==> src/rtl/thermal_bit_decoder.sv <==
// Thermal covert-channel receiver: calibrates an idle RO baseline, slices each window
// count into a bit, hunts for the preamble byte and assembles the following payload byte.
module thermal_bit_decoder #(
    parameter int         CNT_W    = 20,
    parameter int         CAL_LOG2 = 3,
    parameter int         MARGIN   = 256,
    parameter logic [7:0] PREAMBLE = 8'hA5
) (
    input  logic             clk,
    input  logic             reset,
    input  logic [CNT_W-1:0] count_in,
    input  logic             count_valid,
    input  logic             recal,
    output logic             bit_out,
    output logic             bit_valid,
    output logic [7:0]       byte_out,
    output logic             byte_valid,
    output logic [CNT_W-1:0] baseline,
    output logic             calibrated,
    output logic             synced
);
    localparam int ACC_W = CNT_W + CAL_LOG2;
    localparam logic [CNT_W:0] MARGIN_W = (CNT_W+1)'(MARGIN);

    typedef enum logic [1:0] {S_CAL, S_HUNT, S_DATA} state_t;

    state_t                state, state_next;
    logic [ACC_W-1:0]      acc;
    logic [CAL_LOG2-1:0]   cal_cnt;
    logic [CNT_W-1:0]      thr;
    logic [7:0]            sh;
    logic [7:0]            data_sh;
    logic [2:0]            bitcnt;

    logic [ACC_W-1:0]      acc_sum;
    logic [CNT_W-1:0]      base_new;
    logic                  slice_bit;
    logic [7:0]            sh_new;
    logic [7:0]            data_new;
    logic                  cal_done;
    logic                  pre_hit;
    logic                  byte_done;

    // Threshold sits MARGIN below baseline, clamped at zero for very cold/slow dies.
    function automatic logic [CNT_W-1:0] sat_sub(input logic [CNT_W-1:0] base);
        logic [CNT_W:0] diff;
        diff = {1'b0, base} - MARGIN_W;
        if ({1'b0, base} < MARGIN_W)
            return '0;
        return diff[CNT_W-1:0];
    endfunction

    always_comb begin
        acc_sum   = acc + ACC_W'(count_in);
        base_new  = acc_sum[ACC_W-1:CAL_LOG2];
        slice_bit = (count_in < thr);
        sh_new    = {sh[6:0], slice_bit};
        data_new  = {data_sh[6:0], slice_bit};
        cal_done  = (cal_cnt == '1);
        pre_hit   = (sh_new == PREAMBLE);
        byte_done = (bitcnt == 3'd7);

        state_next = state;
        if (recal) begin
            state_next = S_CAL;
        end else if (count_valid) begin
            case (state)
                S_CAL:   if (cal_done)  state_next = S_HUNT;
                S_HUNT:  if (pre_hit)   state_next = S_DATA;
                S_DATA:  if (byte_done) state_next = S_HUNT;
                default: state_next = S_CAL;
            endcase
        end
    end

    always_ff @(posedge clk or posedge reset) begin
        if (reset)
            state <= S_CAL;
        else
            state <= state_next;
    end

    // Sample stage: every output is registered one cycle after its count_valid.
    always_ff @(posedge clk or posedge reset) begin
        if (reset) begin
            acc        <= '0;
            cal_cnt    <= '0;
            thr        <= '0;
            sh         <= '0;
            data_sh    <= '0;
            bitcnt     <= '0;
            bit_out    <= 1'b0;
            bit_valid  <= 1'b0;
            byte_out   <= '0;
            byte_valid <= 1'b0;
            baseline   <= '0;
            calibrated <= 1'b0;
            synced     <= 1'b0;
        end else begin
            bit_valid  <= 1'b0;
            byte_valid <= 1'b0;
            if (recal) begin
                acc        <= '0;
                cal_cnt    <= '0;
                calibrated <= 1'b0;
                synced     <= 1'b0;
                sh         <= '0;
                bitcnt     <= '0;
            end else if (count_valid) begin
                case (state)
                    S_CAL: begin
                        if (cal_done) begin
                            baseline   <= base_new;
                            thr        <= sat_sub(base_new);
                            calibrated <= 1'b1;
                            acc        <= '0;
                            cal_cnt    <= '0;
                        end else begin
                            acc     <= acc_sum;
                            cal_cnt <= cal_cnt + 1'b1;
                        end
                    end
                    S_HUNT: begin
                        bit_out   <= slice_bit;
                        bit_valid <= 1'b1;
                        sh        <= sh_new;
                        if (pre_hit) begin
                            synced <= 1'b1;
                            bitcnt <= '0;
                        end
                    end
                    S_DATA: begin
                        bit_out   <= slice_bit;
                        bit_valid <= 1'b1;
                        data_sh   <= data_new;
                        bitcnt    <= bitcnt + 1'b1;
                        if (byte_done) begin
                            byte_out   <= data_new;
                            byte_valid <= 1'b1;
                            synced     <= 1'b0;
                            sh         <= '0;
                        end
                    end
                    default: ;
                endcase
            end
        end
    end
endmodule

==> config.mk <==
export PLATFORM = sky130hd
export DESIGN_NAME = thermal_bit_decoder
export DESIGN_NICKNAME = d
export VERILOG_FILES = /design/src/rtl/thermal_bit_decoder.sv
export SDC_FILE = /design/constraint.sdc
export NUM_CORES = 1
export LEC_CHECK = 0
export ABC_AREA = 0
export CORE_ASPECT_RATIO = 2
export CORE_UTILIZATION = 58
export DETAILED_ROUTE_END_ITERATION = 6
export PLACE_DENSITY = 0.81
export SYNTH_ARGS = -nofsm -noshare
export SYNTH_HDL_FRONTEND = slang
export SYNTH_SLANG_ARGS = --single-unit
==> constraint.sdc <==
create_clock -name clk -period 4 [get_ports clk]
set_input_delay 0.8 -clock clk [delete_from_list [all_inputs] [get_ports clk]]
set_output_delay 0.8 -clock clk [all_outputs]
set_load 0.01 [all_outputs]
==> metrics.csv <==
metric,value,unit
outcome,completed,
r2r startpoint,acc[0]$_DFFE_PP0P_,
share of the synthesized area in the top cell type,0.419,
Layout Utilization,0.714,
clk_lat worst skew,0.35,ns
Syn Inst Count,581,
Pre-antenna DRT Iters,5,
Pins Over Slew Limit,0,
dpl cells,773,
slew margin rel.,0.466,
"FF+latch count, synth",98,
root buffer cell,clkbuf_16,
Ports,57,
clock slew at the register clock pins of the worst setup and hold paths,0.07,ns
final hold viol count,0,
top post-synthesis cells by area,"dfrtp_1, ha_1, nand2_1",
WL/cell,18.6,µm
Post-layout nets,725,
Vias,4709,
"count leader, synth",dfrtp_1,
flop-to-flop setup slack,0.90,ns
fin cells,789,
Peak Freq,0.270,GHz
H-tree depth,3,
critical path launch point,count_in[0],
chip height,144,µm
hold bufs inserted after CTS,0,
startpoint type of the worst setup path,input pin,
dominant synthesized flop cell,dfrtp_1,
Num CTS Buffers,9,
Peak VDD IR,0.337,mV
CTS tree,yes,
cell accounting for the most synthesized area,dfrtp_1,
Antenna Cells,0,
RSZ-0062 raised after global routing,false,
worst min-delay path startpoint,baseline[3]$_DFFE_PP0P_,
Clock Path Buffers,2,
clock period minus worst slack,3.70,ns
Vias/cell,5.97,
ys async rst share,1.00,
final WL,14700,µm
Post CTS Setup Buffer Count,0,
total grt overflow,0,
Multi-input gate area,3140,µm²
Synth cell types,75,
Leakage,0.00328,µW
CTS resizes,0,
pwr/cell area,388,nW/µm²
first-pass GRT wire length,23900,µm
DP Area,6690,µm²
Yosys warning total,0,
post-route ant nets,0,
nature of the critical path endpoint,flop,
FF+latch area,2450,µm²
clk_skew,0.00995,ns
Critical Path RT,4.23,ns
register area share after synthesis,0.419,
Chip Width,73.1,µm
Critical Path AT,3.93,ns
setup TNS,0,ns
fin crit share,0.926,
layout cells sized above 1,0.148,
GPL Wtd Cong,0.927,
Filler cells,745,
Iter 0 DRT Violations,255,
vias in the first global route,4984,
Worst Tran Pin Value,0.798,ns
maxcap violations,0,
Die ar.,10500,µm²
Synth top cells by count,"dfrtp_1, nand2_1, ha_1",
gr usage total,0.302,
Hold Path Class,reg -> reg,
Final Setup Violations,0,
FP Rows,51,
Min Hold Slack,0.484,ns
synthesized area per cell,10.1,µm²
Initial Util,0.600,
worst setup path class,in -> reg,
drt drc,0,
core area,9760,µm²
largest net degree at the start of global routing,61,
Post-synth EDFFs,0,
syn_nets,654,
Max Fanout on Critical Path,4,
Port-buffer cells,56,
Area Overhead vs Synth,19.1,%
mapped cell area,5860,µm²
initial antenna violation count,0,
fin area,6970,µm²
clk sinks,98,
DP HPWL,11400,µm
## final cells by class
type / instances / area share
multi-input combinational: 423 / 0.450
sequential: 98 / 0.352
timing repair buffer: 84 / 0.114
clock buffer: 9 / 0.0323
tap: 132 / 0.0237
clock inverter: 7 / 0.00897
inverter: 36 / 0.0197
## state kept, by name (all words and copies together) (netlist names)
register and count:
bit_out 1, byte_out 8, calibrated 1, cal_cnt 3, baseline 20, byte_valid 1
acc 23, bit_valid 1, state 2, sh 7, data_sh 7, thr 20
synced 1, bitcnt 3
## critical path, stage by stage
cell and delay, ns:
clkdlybuf4s50_1 0.49, ha_1 0.19, inv_1 0.06, fa_1 0.38, nand2b_1 0.17, a21oi_1 0.26
or3_1 0.17, a21oi_1 0.09, o221ai_2 0.22, ha_1 0.24, nand3_1 0.11, nor2_1 0.14
nand4_1 0.20, buf_4 0.23, a22o_1 0.19
## path summary, 6_finish.rpt
kind / end / cells past startpoint
worst min register to register: baseline[3]$_DFFE_PP0P_ / 1
max in group asynchronous: acc[11]$_DFFE_PP0P_ / 3
worst max register to register: thr[1]$_DFFE_PP0P_ / 14
worst max-delay path: thr[1]$_DFFE_PP0P_ / 15
worst min-delay path: baseline[3]$_DFFE_PP0P_ / 1
min in group asynchronous: baseline[14]$_DFFE_PP0P_ / 2
## power breakdown
part	internal (µW)	switching (µW)
Clock	434	401
Combinational	338	485
Sequential	1030	24.0
## through the flow
stage               setup WS (ns)  total power, µW
global placement          0.00900             1870
global route               0.0508             2820
CTS                         0.320             2710
finish                      0.297             2710
floorplan                   0.596             1610
detailed placement        -0.0511             1880
## layout by cell type (no fill, tap or decap), drive strengths merged, types with 4 or more instances in the layout
| cell | n |
|---|---|
| dfrtp | 98 |
| nand2 | 76 |
| clkdlybuf4s50 | 56 |
| ha | 48 |
| o21ai | 41 |
| inv | 39 |
| a21oi | 32 |
| buf | 28 |
| nor2 | 21 |
| a22o | 21 |
| a21o | 18 |
| mux2 | 17 |
| nand3 | 16 |
| xnor2 | 16 |
| nand2b | 13 |
| clkbuf | 9 |
| nand4 | 7 |
| o22ai | 7 |
| o31ai | 7 |
| xor2 | 6 |
| o211ai | 6 |
| a31oi | 6 |
| and3 | 5 |
| nor3 | 5 |
| or3 | 4 |
| a211oi | 4 |
## per-layer routing
layer	vias up	GRT usage	part of all wire	wire length, µm
li1	2232	-	-	-
met1	2322	0.333	0.38	5590
met2	119	0.543	0.55	8100
met3	36	0.0467	0.028	416
met4	0	0.159	0.040	587
met5	-	0	0	0
## logic make-up after synthesis
kind of cell	Yosys count	synth area share
AOI/OAI and AO/OA	169	0.215
xor gates and xnor gates	22	0.0399
buffers and inverters	60	0.0464
muxes	19	0.0361
adders and majority gates	49	0.106
DFF	98	0.419
and+or+nand+nor	164	0.138
Note: power is estimated with default switching activity, not from simulation.
